## src/rtl/issue_scheduler_pkg.sv

```systemverilog
// Shared types for the issue scheduler: instruction record, field widths and FSM states.
package issue_scheduler_pkg;

  localparam int REG_IDX_W = 5;
  localparam int OPCODE_W  = 7;
  localparam int IMM_W     = 16;

  typedef struct packed {
    logic                 format;
    logic                 is_branch;
    logic [OPCODE_W-1:0]  opcode;
    logic [REG_IDX_W-1:0] prim;
    logic [IMM_W-1:0]     sec;
  } instr_t;

  typedef enum logic {
    RUN     = 1'b0,
    BR_WAIT = 1'b1
  } fsm_e;

endpackage

```

## src/rtl/sched_fifo.sv

```systemverilog
// In-order instruction queue with push/pop/flush; exposes current and next occupancy.
module sched_fifo
  import issue_scheduler_pkg::*;
#(
  parameter int DEPTH = 4,
  parameter int CNT_W = $clog2(DEPTH) + 1
) (
  input  logic             clock_i,
  input  logic             reset_i,
  input  logic             push_i,
  input  logic             pop_i,
  input  logic             flush_i,
  input  instr_t           data_i,
  output instr_t           head_o,
  output logic [CNT_W-1:0] count_o,
  output logic [CNT_W-1:0] count_next_o,
  output logic             empty_o,
  output logic             full_o
);

  localparam int PTR_W = $clog2(DEPTH);

  instr_t           mem_q [DEPTH];
  logic [PTR_W-1:0] rd_ptr_q;
  logic [PTR_W-1:0] wr_ptr_q;
  logic [CNT_W-1:0] count_q;

  always_comb begin
    count_next_o = count_q;
    if (flush_i) begin
      count_next_o = '0;
    end else if (push_i && !pop_i) begin
      count_next_o = count_q + 1'b1;
    end else if (pop_i && !push_i) begin
      count_next_o = count_q - 1'b1;
    end
  end

  // Pointers wrap naturally because DEPTH is a power of two.
  always_ff @(posedge clock_i) begin
    if (reset_i || flush_i) begin
      rd_ptr_q <= '0;
      wr_ptr_q <= '0;
      count_q  <= '0;
    end else begin
      if (push_i) wr_ptr_q <= wr_ptr_q + 1'b1;
      if (pop_i)  rd_ptr_q <= rd_ptr_q + 1'b1;
      count_q <= count_next_o;
    end
  end

  always_ff @(posedge clock_i) begin
    if (push_i && !reset_i && !flush_i) mem_q[wr_ptr_q] <= data_i;
  end

  assign head_o  = mem_q[rd_ptr_q];
  assign count_o = count_q;
  assign empty_o = (count_q == '0);
  assign full_o  = (count_q == CNT_W'(DEPTH));

endmodule

```

## src/rtl/issue_scheduler.sv

```systemverilog
// Queues parsed instructions, blocks on register hazards and unresolved branches,
// and issues one instruction per cycle over a valid/ready handshake.
module issue_scheduler
  import issue_scheduler_pkg::*;
#(
  parameter int FIFO_DEPTH = 4,
  parameter int SKID       = 2,
  parameter int NUM_REGS   = 32
) (
  input  logic        clock_i,
  input  logic        reset_i,
  input  logic        enable_i,
  input  logic        instructionFormat_i,
  input  logic        isBranch_i,
  input  logic [6:0]  opcode_i,
  input  logic [4:0]  primOperand_i,
  input  logic [15:0] secOperand_i,
  output logic        stall_o,
  output logic        overflow_o,
  output logic        exec_valid_o,
  input  logic        exec_ready_i,
  output logic        exec_format_o,
  output logic        exec_isBranch_o,
  output logic [6:0]  exec_opcode_o,
  output logic [4:0]  exec_primOperand_o,
  output logic [15:0] exec_secOperand_o,
  input  logic        wb_valid_i,
  input  logic [4:0]  wb_reg_i,
  input  logic        branch_resolved_i,
  input  logic        branch_taken_i
);

  localparam int CNT_W = $clog2(FIFO_DEPTH) + 1;

  instr_t              in_instr;
  instr_t              head;
  instr_t              exec_q;
  logic                exec_valid_q;
  logic                stall_q;
  logic                overflow_q;
  fsm_e                fsm_q;
  logic [NUM_REGS-1:0] busy_q;
  logic [NUM_REGS-1:0] busy_d;
  logic [CNT_W-1:0]    fifo_count;
  logic [CNT_W-1:0]    fifo_count_next;
  logic                fifo_empty;
  logic                fifo_full;
  logic                head_ok;
  logic                load;
  logic                push;
  logic                flush;

  assign in_instr = '{format:    instructionFormat_i,
                      is_branch: isBranch_i,
                      opcode:    opcode_i,
                      prim:      primOperand_i,
                      sec:       secOperand_i};

  assign flush   = (fsm_q == BR_WAIT) && branch_resolved_i && branch_taken_i;
  assign head_ok = !fifo_empty && (fsm_q == RUN) && !busy_q[head.prim] &&
                   (head.format || !busy_q[head.sec[REG_IDX_W-1:0]]);
  assign load    = head_ok && (!exec_valid_q || exec_ready_i);
  // A full queue still accepts a write when the head leaves in the same cycle.
  assign push    = enable_i && (!fifo_full || load) && !flush;

  sched_fifo #(.DEPTH(FIFO_DEPTH), .CNT_W(CNT_W)) u_fifo (
    .clock_i      (clock_i),
    .reset_i      (reset_i),
    .push_i       (push),
    .pop_i        (load),
    .flush_i      (flush),
    .data_i       (in_instr),
    .head_o       (head),
    .count_o      (fifo_count),
    .count_next_o (fifo_count_next),
    .empty_o      (fifo_empty),
    .full_o       (fifo_full)
  );

  always_comb begin
    busy_d = busy_q;
    if (wb_valid_i) busy_d[wb_reg_i] = 1'b0;
    if (load && !head.is_branch) busy_d[head.prim] = 1'b1;
  end

  always_ff @(posedge clock_i) begin
    if (reset_i) begin
      exec_q       <= '0;
      exec_valid_q <= 1'b0;
      stall_q      <= 1'b0;
      overflow_q   <= 1'b0;
      busy_q       <= '0;
      fsm_q        <= RUN;
    end else begin
      busy_q  <= busy_d;
      stall_q <= (fifo_count_next >= CNT_W'(FIFO_DEPTH - SKID));
      if (enable_i && fifo_full && !load) overflow_q <= 1'b1;
      if (load) begin
        exec_q       <= head;
        exec_valid_q <= 1'b1;
      end else if (exec_ready_i) begin
        exec_valid_q <= 1'b0;
      end
      case (fsm_q)
        RUN:     if (load && head.is_branch) fsm_q <= BR_WAIT;
        BR_WAIT: if (branch_resolved_i) fsm_q <= RUN;
        default: fsm_q <= RUN;
      endcase
    end
  end

  assign stall_o            = stall_q;
  assign overflow_o         = overflow_q;
  assign exec_valid_o       = exec_valid_q;
  assign exec_format_o      = exec_q.format;
  assign exec_isBranch_o    = exec_q.is_branch;
  assign exec_opcode_o      = exec_q.opcode;
  assign exec_primOperand_o = exec_q.prim;
  assign exec_secOperand_o  = exec_q.sec;

endmodule

```

## config.mk

```make
export PLATFORM = sky130hd
export DESIGN_NAME = issue_scheduler
export DESIGN_NICKNAME = d
export VERILOG_FILES = /design/src/rtl/issue_scheduler_pkg.sv /design/src/rtl/sched_fifo.sv /design/src/rtl/issue_scheduler.sv
export SDC_FILE = /design/constraint.sdc
export NUM_CORES = 1
export LEC_CHECK = 0
export ABC_AREA = 1
export CAP_MARGIN = 5
export CORE_MARGIN = 4
export CORE_UTILIZATION = 40
export CTS_BUF_LIST = sky130_fd_sc_hd__clkbuf_4
export DETAILED_ROUTE_END_ITERATION = 10
export SLEW_MARGIN = 40
export SYNTH_ARGS = -nofsm -noshare
export SYNTH_HDL_FRONTEND = slang
export SYNTH_SLANG_ARGS = --single-unit
```

## constraint.sdc

```tcl
create_clock -name clock_i -period 3.7 [get_ports clock_i]
set_clock_uncertainty 0.05 [all_clocks]
set_input_delay 0.925 -clock clock_i [delete_from_list [all_inputs] [get_ports clock_i]]
set_output_delay 0.925 -clock clock_i [all_outputs]
set_load 0.005 [all_outputs]
```

==> results.cfg <==
[critical_path]
cp_top_family = simple AND/OR/NAND/NOR gates
startpoint_type = register
cp.arrival_ns = 3.53
required_ns = 3.92
crit_path_cell_trace = inv_4 -> nand2_2 -> nand3_4 -> nand2_4 -> o21ai_0 -> nand2_1 -> nand2_1 -> nand2_1 -> nand3_1 -> nor2_2 -> nand3_4 -> nand3_4 -> nand3_2 -> nor2_2 -> buf_6
slowest_delay_ns = 0.57
slowest_stage = dfxtp_2
endpoint_kind = register
cp.buffers_inverters = 2
cp_max_fo = 39
worstSetupPathType = reg2reg

[grt]
grt_pass1_vias = 6318
grt_use_total_pct = 18.1
grt_pass1_wl_mm = 34.0
met1_usage_pct = 24.1
grt_max_degree = 63
grt-ovfl-total = 0
met3_usage_pct = 3.69
antenna_found_initial = 1
busiest_layer = met2
met2_usage_pct = 29.9

[die]
core_um2 = 21000
row_count = 53
ios = 75
die_h_um = 154
die_x_um = 154
die_area_um2 = 23700
start_util_pct = 40.6

[detailed_routing]
first_pass_iters = 8
wl_per_cell_um = 16.7
drt_iter0_markers = 515
remaining_drc_errors = 0
vias_per_cell = 5.21
num_vias = 6538
ant_nets = 0
wl_mm = 21.0

[sta]
fin_ws_ns = 0.393
hold_viol_final = 0
max_clock_freq_mhz = 302
tns_ns = 0
slew_headroom_pct = 52.6
report.final.setup_viol = 0
worst_slew_pin_slew_ns = 0.711
drv_slew = 0
rsz0062_at_grt = false
fin_crit_sh_pct = 89.4
whs_ns = 0.415
period_minus_slack_ns = 3.31

[placed_design]
post-place-ws_ns = 0.194
gp_congestion = 0.923
place_area_um2 = 9450
place_inst = 1221
numPortBuffers = 74
dpl.hpwl_mm = 14.0

[yosys]
syn_area_um2 = 8530
synth_seq_cells = 195
async_flop_share_pct = 0
synth_top_cell_by_area = edfxtp_1
yosysSeqAreaShare_pct = 59.9
yosys-top-cells-area = edfxtp_1 42%, dfxtp_1 18%, nand2_1 10%, nand3_1 5.5%, a21oi_1 4.3%
netlist.area_leader.share_pct = 42.3
synth_cell_types = 38
synth_edf_count = 120
yosysMostFrequentCell = nand2_1
avgSynthCellArea_um2 = 9.52
synth.top_cells.by_count = 234 x nand2_1, 120 x edfxtp_1, 93 x nand3_1, 75 x dfxtp_1, 74 x a21oi_1
ys_warn_count = 0
synth_top_flop_cell = edfxtp_1
syn_nets = 945
syn_inst = 896

[power_and_ir_drop]
switching_share_pct = 41.3
internal-power_uw = 3900
vdd_drop_max_mv = 0.346
power_switching_uw = 2750
p_clk_share_pct = 17.2
power_density_nw_per_um2 = 681
pwr-share-comb_pct = 41.0
power_frac_seq_pct = 41.8
leakagePower_uw = 0.00346

[layout]
drive_above_1_share_pct = 8.69
final-seq-area_um2 = 5110
fin_cells = 1254
area_delta_synth_final_pct = 14.4
n_fill_cell = 1992
multi_input_area_um2 = 2930
layout.nets = 1014
design_area_um2 = 9750

[clock_tree]
numCtsBuffers = 17
root_buffer = clkbuf_4
cts.htree.levels = 4
postCtsSetupBuffers = 0
clock_latency_ns = 0.60
cts.clk_slew.worst_paths_ns = 0.16
ctsHoldBuffers = 0
cts_buffer_depth = 2
cts_resized = 0
cts_tree = built
cts_sinks = 195

[flow_run]
cap_viol_max_count = 0

[run_status]
outcome = completed

[min_path]
hp-start = overflow_o$_SDFFE_PP0P_
holdCritPathClass = reg2reg
## cell type report
| cell class | instances | area share, % |
|---|---|---|
| diodes | 1 | 0.0257 |
| flip-flops and latches | 195 | 52.4 |
| repair buffers | 93 | 9.12 |
| well taps | 275 | 3.53 |
| clock buffers | 18 | 1.39 |
| clock inverters | 14 | 1.49 |
| inverters | 51 | 2.04 |
| multi-input cells | 607 | 30.1 |
## per-stage QoR
step,total power (uW),util (%)
2_1_floorplan,4750,-
3_3_place_gp,5550,45.0
3_5_place_dp,5540,45.0
4_1_cts,6680,46.3
5_1_grt,7100,46.4
6_report,6650,46.4
## registers in the layout (all words and copies together), names as in the netlist, named ones only
| name | flops |
|---|---|
| busy_q | 32 |
| exec_format_o | 1 |
| exec_isBranch_o | 1 |
| exec_opcode_o | 7 |
| exec_primOperand_o | 5 |
| exec_secOperand_o | 16 |
| exec_valid_o | 1 |
| fsm_q | 1 |
| overflow_o | 1 |
| stall_o | 1 |
| u_fifo.count_o | 3 |
| u_fifo.mem_q | 120 |
| u_fifo.rd_ptr_q | 2 |
| u_fifo.wr_ptr_q | 2 |
## worst register-to-register path: cells and delay by family (launching register included)
kind / cells / cell delay (ns)
and+or+nand+nor: 12 / 1.58
buffers and inverters: 2 / 0.55
AOI/OAI and AO/OA: 1 / 0.22
DFF: 1 / 0.57
## cells in the final DEF, fill, tap and decap left out, types with 4 or more instances in the layout
master             n
a21oi_1           74
o21ai_1            6
o22ai_1           19
clkdlybuf4s50_1   73
edfxtp_1         120
dfxtp_1           74
nor2_1            62
nand3_4            5
nand4_1            5
inv_8              4
nor3_1            12
inv_1             43
inv_2              5
buf_4             16
nand3_1           93
nor2_2             8
a31oi_1           10
o21ai_0           47
nand2_1          233
ha_1               7
nand2_2            5
clkbuf_4          18
## cell families after synthesis
kind of cell | synth area share (%)
simple gates | 22.8
flops | 59.9
compound gates | 10.2
buf+inv | 5.90
fa+ha+maj | 1.03
xor+xnor | 0.205
## final timing paths
path | endpoint | slack [ns] | depth (start not counted)
hold reg to reg | overflow_o$_SDFFE_PP0P_ | 0.42 | 2
hold / removal | overflow_o$_SDFFE_PP0P_ | 0.42 | 2
setup reg to reg | u_fifo.mem_q[1][17]$_DFFE_PP_ | 0.39 | 15
setup / recovery | u_fifo.mem_q[1][17]$_DFFE_PP_ | 0.39 | 15
## per-layer routing
| metal | vias up | share of wire, % |
|---|---|---|
| met5 | - | 0 |
| met2 | 189 | 48 |
| met4 | 0 | 2.0 |
| met1 | 3108 | 45 |
| li1 | 3211 | - |
| met3 | 30 | 4.8 |
## power groups by stage
stage          Clock [uW]  Sequential, uW  Combinational (uW)
6_report             1140            2780                2730
2_1_floorplan           0            2780                1960
3_5_place_dp            0            2820                2720
5_1_grt              1250            2810                3050
3_3_place_gp            0            2820                2720
4_1_cts              1160            2780                2730
(Power assumes the default switching activity.)
